--- src/rtl/kanagawa_fifo_read_adapter.sv ---
// Read-side FIFO consumer: credit-tracked rdreq issue, latency-matched capture, valid/ready output.
// Define KANAGAWA_FIFO_READ_ADAPTER_STATS_EN to add the read and stall counters.
module kanagawa_fifo_read_adapter #(
  parameter int WIDTH        = 32,
  parameter int READ_LATENCY = 2,
  parameter int OUT_DEPTH    = 4
) (
  input  logic             clk,
  input  logic             rst_n,
  output logic             rdreq_out,
  input  logic             empty_in,
  input  logic [WIDTH-1:0] rddata_in,
  input  logic             flush_in,
  output logic             valid_out,
  input  logic             ready_in,
  output logic [WIDTH-1:0] data_out,
  output logic             busy_out
`ifdef KANAGAWA_FIFO_READ_ADAPTER_STATS_EN
  ,
  output logic [31:0]      reads_out,
  output logic [31:0]      stall_cycles_out
`endif
);

  localparam int CW = $clog2(OUT_DEPTH + 1) + 1;
  localparam int PW = (OUT_DEPTH > 1) ? $clog2(OUT_DEPTH) : 1;

  typedef enum logic {
    RUN,
    DRAIN
  } state_t;

  state_t state, state_nxt;

  logic [READ_LATENCY-1:0] inflight;
  logic [READ_LATENCY-1:0] inflight_nxt;
  logic [WIDTH-1:0]        mem [OUT_DEPTH];
  logic [PW-1:0]           head, head_nxt;
  logic [PW-1:0]           tail, tail_nxt;
  logic [CW-1:0]           count, count_nxt;
  logic [CW-1:0]           inflight_cnt;
  logic [CW-1:0]           occupancy;
  logic                    pop;
  logic                    capture;
  logic                    clear;
  logic                    inc;
  logic                    dec;

  function automatic logic [PW-1:0] adv(input logic [PW-1:0] p);
    return (p == PW'(OUT_DEPTH - 1)) ? '0 : p + 1'b1;
  endfunction

  always_comb begin
    inflight_cnt = '0;
    for (int i = 0; i < READ_LATENCY; i++) begin
      inflight_cnt = inflight_cnt + CW'(inflight[i]);
    end
  end

  assign valid_out = (count != '0) && (state == RUN);
  assign data_out  = mem[head];
  assign pop       = valid_out && ready_in;
  assign clear     = flush_in && (state == RUN);
  assign capture   = inflight[READ_LATENCY-1] && (state == RUN) && !flush_in;

  // a same-cycle pop frees its slot for the request issued now
  assign occupancy = count + inflight_cnt - CW'(pop);

  assign rdreq_out = rst_n && (state == RUN) && !empty_in && !flush_in &&
                     (occupancy < CW'(OUT_DEPTH));

  assign inflight_nxt = (inflight << 1) | READ_LATENCY'(rdreq_out);

  assign inc = capture && !pop && !clear;
  assign dec = pop && !capture && !clear;

  always_comb begin
    count_nxt = count;
    unique case (1'b1)
      clear:   count_nxt = '0;
      inc:     count_nxt = count + CW'(1);
      dec:     count_nxt = count - CW'(1);
      default: count_nxt = count;
    endcase
  end

  always_comb begin
    head_nxt = head;
    tail_nxt = tail;
    if (clear) begin
      head_nxt = '0;
      tail_nxt = '0;
    end else begin
      if (pop) begin
        head_nxt = adv(head);
      end
      if (capture) begin
        tail_nxt = adv(tail);
      end
    end
  end

  always_comb begin
    state_nxt = state;
    busy_out  = 1'b0;
    unique case (state)
      RUN: begin
        if (flush_in && (|inflight)) begin
          state_nxt = DRAIN;
        end
      end
      DRAIN: begin
        busy_out = 1'b1;
        if (~|inflight) begin
          state_nxt = RUN;
        end
      end
      default: state_nxt = RUN;
    endcase
  end

  always_ff @(posedge clk or negedge rst_n) begin
    if (!rst_n) begin
      state    <= RUN;
      inflight <= '0;
      count    <= '0;
      head     <= '0;
      tail     <= '0;
    end else begin
      state    <= state_nxt;
      inflight <= inflight_nxt;
      count    <= count_nxt;
      head     <= head_nxt;
      tail     <= tail_nxt;
    end
  end

  always_ff @(posedge clk or negedge rst_n) begin
    if (!rst_n) begin
      for (int i = 0; i < OUT_DEPTH; i++) begin
        mem[i] <= '0;
      end
    end else if (capture) begin
      mem[tail] <= rddata_in;
    end
  end

`ifdef KANAGAWA_FIFO_READ_ADAPTER_STATS_EN
  always_ff @(posedge clk or negedge rst_n) begin
    if (!rst_n) begin
      reads_out        <= '0;
      stall_cycles_out <= '0;
    end else if (flush_in) begin
      reads_out        <= '0;
      stall_cycles_out <= '0;
    end else begin
      if (rdreq_out) begin
        reads_out <= reads_out + 32'd1;
      end
      if (valid_out && !ready_in && (stall_cycles_out != '1)) begin
        stall_cycles_out <= stall_cycles_out + 32'd1;
      end
    end
  end
`endif

endmodule
--- config.mk ---
export PLATFORM = sky130hd
export DESIGN_NAME = kanagawa_fifo_read_adapter
export DESIGN_NICKNAME = d
export VERILOG_FILES = /design/src/rtl/kanagawa_fifo_read_adapter.sv
export SDC_FILE = /design/constraint.sdc
export NUM_CORES = 1
export LEC_CHECK = 0
export ABC_AREA = 1
export CAP_MARGIN = 10
export CORE_MARGIN = 4
export CORE_UTILIZATION = 25
export CTS_BUF_LIST = sky130_fd_sc_hd__clkbuf_8
export CTS_CLUSTER_DIAMETER = 50
export DETAILED_ROUTE_END_ITERATION = 8
export PLACE_DENSITY = 0.49
export SLEW_MARGIN = 10
export SYNTH_ARGS = -nofsm -noshare
export SYNTH_HDL_FRONTEND = slang
export SYNTH_SLANG_ARGS = --single-unit
export TNS_END_PERCENT = 10
--- constraint.sdc ---
create_clock -name clk -period 8.1 [get_ports clk]
set_input_delay 2.025 -clock clk [delete_from_list [all_inputs] [get_ports clk]]
set_output_delay 2.025 -clock clk [all_outputs]
set_load 0.1 [all_outputs]
==> run_results.csv, run 1 <==
group,metric,value,unit
cts,cts_buffer_depth,2,
drt,drt-initial-drc-count,276,
sta,tightest_slew,991,ps
floorplan,die_x,166,um
cts,cts_tree,"built",
floorplan,die_y,166,um
floorplan,rows,57,
place,routabilityCongestion,0.714,
synthesis,yosys_warnings,0,
cts,numCtsBuffers,17,
drt,wl_per_cell,14.6,um
critical_path,cp_slowest_cell,"clkdlybuf4s50_1",
sta,drv_slew,0,
global_routing,grt_max_degree,75,
sta,finalSetupTns,0,ps
sta,finalHoldViolations,0,
synthesis,synth_nets,775,
cts,cts.clk_slew.worst_paths,80,ps
drt,totalWireLength,16300,um
global_routing,grt_pass1_wl,27000,um
synthesis,synth_area,6260,um2
synthesis,synthTopCellsByArea,"dfrtp_1, o21ai_0, nand2_1, nor2_1, o22ai_1",
run_status,status,"finished, final reports clean",
critical_path,crit_type,"in -> out",
critical_path,path_buf_inv,5,
drt,drt_pass1_iterations,4,
floorplan,io_pins,72,
drt,avgViaCountPerCell,4.45,
place,io_buffers,71,
synthesis,avgSynthCellArea,8.62,um2
synthesis,yosys_most_used_dff,"dfrtp_1",
sta,fin_worst_skew,11.0,ps
synthesis,synth_top_cell_by_area,"dfrtp_1",
sta,rsz0062_at_grt,"no",
drt,vias,4964,
final_layout,syn2layout_area_growth,23.3,%
cts,insertion_delay,440,ps
global_routing,grt_usage,12.1,%
place,dpl.hpwl,9550,um
sta,max_freq,161,MHz
synthesis,syn_inst,727,
synthesis,ys_async_sr_fraction,100,%
synthesis,yosysMostFrequentCell,"o21ai_0",
synthesis,ys_types,28,
final_layout,drive_above_1_share,7.59,%
floorplan,start_util,25.6,%
critical_path,crit_path_end_kind,"output pin",
sta,finalCriticalPeriod,6200,ps
critical_path,required,6080,ps
sta,hold_ws,425,ps
critical_path,worst_ep_arrival_time,4180,ps
sta,slew_headroom,33.7,%
cts,cts_resized,0,
min_path,hold_path_class,"reg -> reg",
critical_path,start_kind,"primary input",
critical_path,cp_cell_sequence,"clkdlybuf4s50_1 > nand3_1 > inv_1 > ha_1 > inv_1 > ha_1 > a21oi_1 > inv_1 > a21oi_1 > nor2_1 > nor2_1 > buf_4",
drt,drt.antenna.violating_nets,0,
job,maxCapViolCount,0,
final_layout,antenna_cells,0,
critical_path,critPathMostFrequentCell,"inv_1",
floorplan,core,24500,um2
global_routing,overflow,0,
floorplan,dieArea,27700,um2
final_layout,nets,826,
drt,route.detailed.drc,0,
critical_path,crit_family,"buffers and inverters",
synthesis,synth_top_area_share,55.5,%
global_routing,grt_pass1_vias,4989,
sta,finalCritPeriodShare,76.6,%
synthesis,synth_edf_count,0,
critical_path,slowest_delay,560,ps
final_layout,layoutNonFillerInstCount,1115,
cts,cts.sinks,139,
cts,cts_setup_buffers,0,
cts,cts-htree-levels,4,
global_routing,antenna_found_initial,0,
place,dp.cells,1083,
critical_path,worst-path-max-fanout,4,
synthesis,synth_seq_cells,139,
cts,cts-root-buf,"clkbuf_8",
synthesis,yosysSeqAreaShare,55.5,%
sta,setup_viol,0,
cts,ctsHoldBuffers,0,
synthesis,synth_commonest_cells,"o21ai_0, nand2_1, dfrtp_1, nor2_1, inv_1",
[state kept, by name (all words and copies together), names as in the netlist]
register / flops
inflight: 2
tail: 2
mem: 128
head: 2
state: 1
count: 4
[cells by family (layout without fill, tap and decap cells)]
kind of cell,Yosys count,count (layout),synth area share [%]
flops,139,139,55.5
simple gates,239,239,15.7
fa+ha+maj,11,11,2.20
xor+xnor,1,1,0.140
buf+inv,98,162,6.35
compound gates,239,239,20.1
[layer usage]
metal / up-vias / global-route usage, % / wire length (um)
li1: 2517 / - / -
met1: 2369 / 16.5 / 8160
met3: 5 / 2.95 / 427
met4: 0 / 2.99 / 98
met5: - / 0 / 0
met2: 73 / 19.4 / 7600
[stage by stage]
stage	util [%]	cell area, um2	worst slack, ps
2_1_floorplan	-	6260	1710
3_3_place_gp	29.5	7230	1910
3_5_place_dp	29.5	7230	1890
4_1_cts	31.6	7720	1880
5_1_grt	31.6	7720	1690
6_report	31.6	7720	1900
[cells in the final DEF (no fill, tap or decap), types with 2 or more instances in the layout]
cell type and instances:
o21ai_1 15, nand4_1 2, ha_1 11, inv_2 3, nor2_1 72, buf_4 6, inv_1 49, nor2_2 4
nand2_1 143, nand2_2 4, nor3_1 2, o21ai_0 184, nand2_4 4, clkbuf_8 18, a21oi_1 4, bufinv_16 7
dfrtp_1 138, clkdlybuf4s50_1 69, o22ai_1 32, clkinv_2 7, nand3_1 6
[final cells by class]
type	instances	area [um2]
Fill cell	2615	16700
Sequential cell	139	3480
Multi-Input combinational cell	490	2390
Timing Repair Buffer	76	747
Tap cell	324	405
Clock buffer	18	248
Clock inverter	14	248
Inverter	54	206
[path summary, 6_finish.rpt]
path	from	end	slack [ps]	depth (start not counted)
worst min-delay path	inflight[0]	inflight[1]	430	0
min in group asynchronous	rst_n	mem[120]	1600	1
worst max register to register	count[2]	inflight[0]	5870	14
max in group asynchronous	rst_n	mem[61]	5140	2
worst max-delay path	ready_in	rdreq_out	1900	12
worst min register to register	inflight[0]	inflight[1]	430	0
Power of run 1 is left out: the tool's default activity adds up to more than one toggle a clock period on the data nets, which glitch-free logic cannot reach.
==> inputs of run 2 (changes only) <==
==> constraint.sdc (replaced) <==
create_clock -name clk -period 5.85 [get_ports clk]
set_input_delay 1.4625 -clock clk [delete_from_list [all_inputs] [get_ports clk]]
set_output_delay 1.4625 -clock clk [all_outputs]
set_load 0.1 [all_outputs]
==> run 2 against run 1 <==
Setup slack got worse by 1100 ps. Cell count about the same. Register-to-register slack got worse by 2300 ps. Routed wire length increased by 0.38%. First-iteration DRC count grew 4.7%. Design area decreased by 1.6%. Utilization down 0.50 points. Hold slack improved by 2.5 ps. Critical endpoint unchanged. Sequential cell count stayed put. Die area unchanged.
==> run_results.csv, run 2 (synthesis results as in run 1) <==
group,metric,value,unit
run_status,status,"finished, final reports clean",
critical_path,worst-path-max-fanout,4,
global_routing,grt_max_degree,67,
global_routing,antenna_found_initial,0,
critical_path,r2r_slack,3590,ps
drt,route.detailed.drc,0,
floorplan,io_pins,72,
final_layout,antenna_cells,0,
sta,slew_headroom,35.4,%
sta,finalSetupTns,0,ps
cts,cts_setup_buffers,0,
critical_path,required,4390,ps
cts,cts_tree,"built",
critical_path,slowest_delay,590,ps
job,maxCapViolCount,0,
drt,vias,4986,
cts,cts_resized,0,
critical_path,crit_start,"ready_in",
final_layout,largest-register,"mem",
final_layout,drive_above_1_share,11.7,%
cts,cts-root-buf,"clkbuf_8",
place,dpl.hpwl,9650,um
critical_path,critPathMostFrequentCell,"inv_1",
critical_path,r2r_cells,13,
global_routing,grt_usage,12.3,%
critical_path,r2r_end,"inflight[0]",
final_layout,layout_commonest_cell,"o21ai_0",
cts,cts.clk_slew.worst_paths,80,ps
drt,drt-initial-drc-count,289,
final_layout,nets,827,
drt,avgViaCountPerCell,4.47,
global_routing,grt_pass1_vias,4961,
min_path,hold_path_class,"reg -> reg",
drt,wl_per_cell,14.7,um
drt,drt_pass1_iterations,5,
floorplan,die_x,166,um
place,io_buffers,71,
global_routing,overflow,0,
global_routing,grt_pass1_wl,27300,um
critical_path,r2r_start,"count[2]",
critical_path,crit_type,"in -> out",
cts,cts-htree-levels,4,
final_layout,largest_register_ffs,128,
sta,fin_worst_skew,6.46,ps
drt,drt.antenna.violating_nets,0,
critical_path,start_kind,"primary input",
critical_path,worst_ep_arrival_time,3610,ps
sta,finalHoldViolations,0,
sta,drv_slew,0,
drt,totalWireLength,16400,um
cts,ctsHoldBuffers,0,
floorplan,start_util,25.6,%
sta,setup_viol,0,
sta,max_freq,197,MHz
floorplan,core,24500,um2
place,routabilityCongestion,0.736,
cts,numCtsBuffers,17,
sta,finalCritPeriodShare,86.7,%
cts,insertion_delay,440,ps
critical_path,critPathCapture,"rdreq_out",
critical_path,crit_path_end_kind,"output pin",
sta,rsz0062_at_grt,"no",
final_layout,largestRegisters,"mem (128), count (4)",
critical_path,cp_slowest_cell,"clkdlybuf4s50_1",
sta,tightest_slew,966,ps
floorplan,die_y,166,um
final_layout,syn2layout_area_growth,21.3,%
cts,cts_buffer_depth,2,
critical_path,cp_cell_sequence,"clkdlybuf4s50_1 > nand3_1 > inv_1 > ha_1 > inv_1 > ha_1 > a21oi_1 > inv_1 > a21oi_1 > nor2_1 > nor2_1 > buf_12",
floorplan,dieArea,27700,um2
sta,finalCriticalPeriod,5070,ps
floorplan,rows,57,
final_layout,layout_common_cells,"o21ai_0, nand2_1, dfrtp_1",
cts,cts.sinks,139,
## run 2: cell count changes in the layout (fill, tap and decap cells not counted), sizes merged
cell / previous run / this run
clkinvlp: 1 / 2
clkbuf: 18 / 17
bufinv: 7 / 4
inv: 53 / 54
buf: 7 / 40
clkinv: 7 / 9
clkdlybuf4s50: 69 / 37
## run 2: area by class of cell
type / count / area (um2)
clock buffers: 17 / 234
clock inverters: 15 / 199
fillers: 2634 / 16900
inverters: 54 / 206
multi-input cells: 490 / 2390
flip-flops and latches: 139 / 3480
well taps: 324 / 405
repair buffers: 77 / 687
## run 2: how the worst min path moves through the flow
stage,start,to,cells past startpoint
after floorplan,inflight[0],inflight[1],0
final,inflight[0],inflight[1],0
after global routing,inflight[0],inflight[1],0
after detailed placement,inflight[0],inflight[1],0
after global placement,inflight[0],inflight[1],0
after CTS,inflight[0],inflight[1],0
## run 2: critical path, delay by kind of cell
family | cells | cell delay [ps]
buf+inv | 5 | 1000
simple gates | 3 | 430
fa+ha+maj | 2 | 430
compound gates | 2 | 280
## run 2: routing by layer
layer  vias to the layer above  GRT usage (%)  part of all wire [%]
met1                      2372           17.4                    51
met5                         -              0                     0
li1                       2519              -                     -
met4                         0           3.06                  0.93
met3                        11           2.86                   3.2
met2                        84           19.2                    45
## run 2: through the flow
stage | utilization (%) | hold WS, ps | instances | setup slack, ps | instance area, um2
global route | 31.1 | 448 | 1116 | 565 | 7600
finish | 31.1 | 428 | 1116 | 778 | 7600
detailed placement | 29.3 | 414 | 1084 | 776 | 7170
CTS | 31.1 | 433 | 1116 | 751 | 7600
floorplan | - | 375 | 727 | 581 | 6260
global placement | 29.3 | 408 | 1084 | 775 | 7170
Power of run 2 is left out for the same reason.
==> inputs of run 3 (changes only) <==
--- a/config.mk
+++ b/config.mk
@@ -7,7 +7,6 @@
 export LEC_CHECK = 0
 export ABC_AREA = 1
 export CAP_MARGIN = 10
-export CORE_MARGIN = 4
 export CORE_UTILIZATION = 25
 export CTS_BUF_LIST = sky130_fd_sc_hd__clkbuf_8
 export CTS_CLUSTER_DIAMETER = 50
==> constraint.sdc (replaced) <==
create_clock -name clk -period 5.85 [get_ports clk]
set_input_delay 1.17 -clock clk [delete_from_list [all_inputs] [get_ports clk]]
set_output_delay 1.17 -clock clk [all_outputs]
set_load 0.1 [all_outputs]
==> run 3 against run 2 <==
Register-to-register slack improved by 50 ps. Utilization barely moved. Sequential cell count did not move. Clock-buffer cell count rose by 7. Critical path depth did not move. Cell count did not move. Hold slack got worse by 2.2 ps. First-iteration DRC count fell by 10%. Setup slack improved by 530 ps. Design area barely moved.
==> run_results.csv, run 3 (synthesis results as in run 1) <==
group,metric,value,unit
final_layout,layout_commonest_cell,"o21ai_0",
sta,finalCriticalPeriod,4540,ps
final_layout,largest-register,"mem",
final_layout,syn2layout_area_growth,21.3,%
final_layout,antenna_cells,0,
drt,totalWireLength,16100,um
global_routing,grt_usage,13.4,%
cts,cts_setup_buffers,0,
floorplan,die_x,160,um
floorplan,die_y,160,um
final_layout,drive_above_1_share,11.5,%
cts,cts-htree-levels,4,
critical_path,r2r_start,"count[2]",
global_routing,overflow,0,
cts,cts_resized,0,
floorplan,dieArea,25700,um2
cts,cts.clk_slew.worst_paths,80,ps
sta,tightest_slew,971,ps
sta,slew_headroom,35.1,%
critical_path,required,4680,ps
critical_path,r2r_end,"inflight[0]",
drt,drt_pass1_iterations,4,
cts,insertion_delay,450,ps
critical_path,crit_type,"in -> out",
critical_path,r2r_slack,3640,ps
critical_path,worst-path-max-fanout,4,
final_layout,largestRegisters,"mem (128), count (4)",
global_routing,antenna_found_initial,0,
sta,finalSetupTns,0,ps
final_layout,fill_cells,2642,
final_layout,largest_register_ffs,128,
global_routing,grt_max_degree,67,
sta,fin_worst_skew,15.2,ps
drt,drt-initial-drc-count,259,
sta,drv_slew,0,
drt,vias,4929,
cts,cts-root-buf,"clkbuf_8",
final_layout,nets,827,
floorplan,core,24500,um2
sta,finalCritPeriodShare,77.6,%
drt,drt.antenna.violating_nets,0,
cts,numCtsBuffers,17,
critical_path,crit_path_end_kind,"output pin",
sta,finalHoldViolations,0,
critical_path,start_kind,"primary input",
drt,wl_per_cell,14.5,um
cts,cts_buffer_depth,2,
job,maxCapViolCount,0,
floorplan,rows,57,
floorplan,io_pins,72,
critical_path,r2r_cells,14,
sta,rsz0062_at_grt,"no",
floorplan,start_util,25.6,%
place,io_buffers,71,
global_routing,grt_pass1_wl,26700,um
min_path,hold_path_class,"reg -> reg",
drt,route.detailed.drc,0,
min_path,worstHoldEndpoint,"inflight[1]",
min_path,min_path_cells,0,
cts,cts_tree,"built",
place,dpl.hpwl,9530,um
sta,max_freq,220,MHz
final_layout,layout_common_cells,"o21ai_0, nand2_1, dfrtp_1",
drt,avgViaCountPerCell,4.42,
min_path,hp-start,"inflight[0]",
global_routing,grt_pass1_vias,4912,
place,routabilityCongestion,0.721,
run_status,status,"finished, final reports clean",
cts,cts.sinks,139,
critical_path,worst_ep_arrival_time,3370,ps
cts,ctsHoldBuffers,0,
sta,setup_viol,0,
-- run 3: changes by cell type in the layout (fill, tap and decap cells not counted), sizes merged --
cell / change
clkinvlp: -2
inv: +1
bufinv: -1
clkbuf: +7
clkinv: -5
-- run 3: how the worst max path moves through the flow --
| stage | start | end | depth (start not counted) | slack [ps] |
|---|---|---|---|---|
| after floorplan | state | rdreq_out | 11 | 1090 |
| after CTS | ready_in | rdreq_out | 12 | 1300 |
| after detailed placement | ready_in | rdreq_out | 12 | 1310 |
| final | ready_in | rdreq_out | 12 | 1310 |
| after global routing | ready_in | rdreq_out | 12 | 1120 |
| after global placement | ready_in | rdreq_out | 12 | 1340 |
-- run 3: metrics by stage --
stage                     utilization [%]  instance area, um2  hold WS, ps  std cells  worst slack, ps
final                                31.1                7600          426       1116             1310
after global routing                 31.1                7600          456       1116             1120
after CTS                            31.1                7600          440       1116             1300
after detailed placement             29.2                7150          418       1084             1310
after global placement               29.2                7150          410       1084             1340
after floorplan                         -                6260          375        727             1090
-- run 3: worst max-delay path, cell delays in order --
cell	delay (ps)
clkdlybuf4s50_1	590
nand3_1	160
inv_1	120
ha_1	230
inv_1	60
ha_1	210
a21oi_1	130
inv_1	50
a21oi_1	150
nor2_1	60
nor2_1	130
buf_4	310
-- run 3: final cells by class --
class,count,area (um2),area share [%]
clock buffer,24,330,4.35
clock inverter,8,113,1.48
inverter,54,206,2.72
multi-input combinational,490,2390,31.4
sequential,139,3480,45.8
tap,324,405,5.34
timing repair buffer,77,674,8.88
-- run 3: routing by layer --
metal | vias to the layer above | part of all wire, % | GRT usage [%]
li1 | 2507 | - | -
met1 | 2337 | 50 | 18.6
met3 | 11 | 3.4 | 3.09
met5 | - | 0 | 0
met4 | 0 | 0.87 | 4.11
met2 | 74 | 46 | 20.5
Power of run 3 is left out for the same reason.
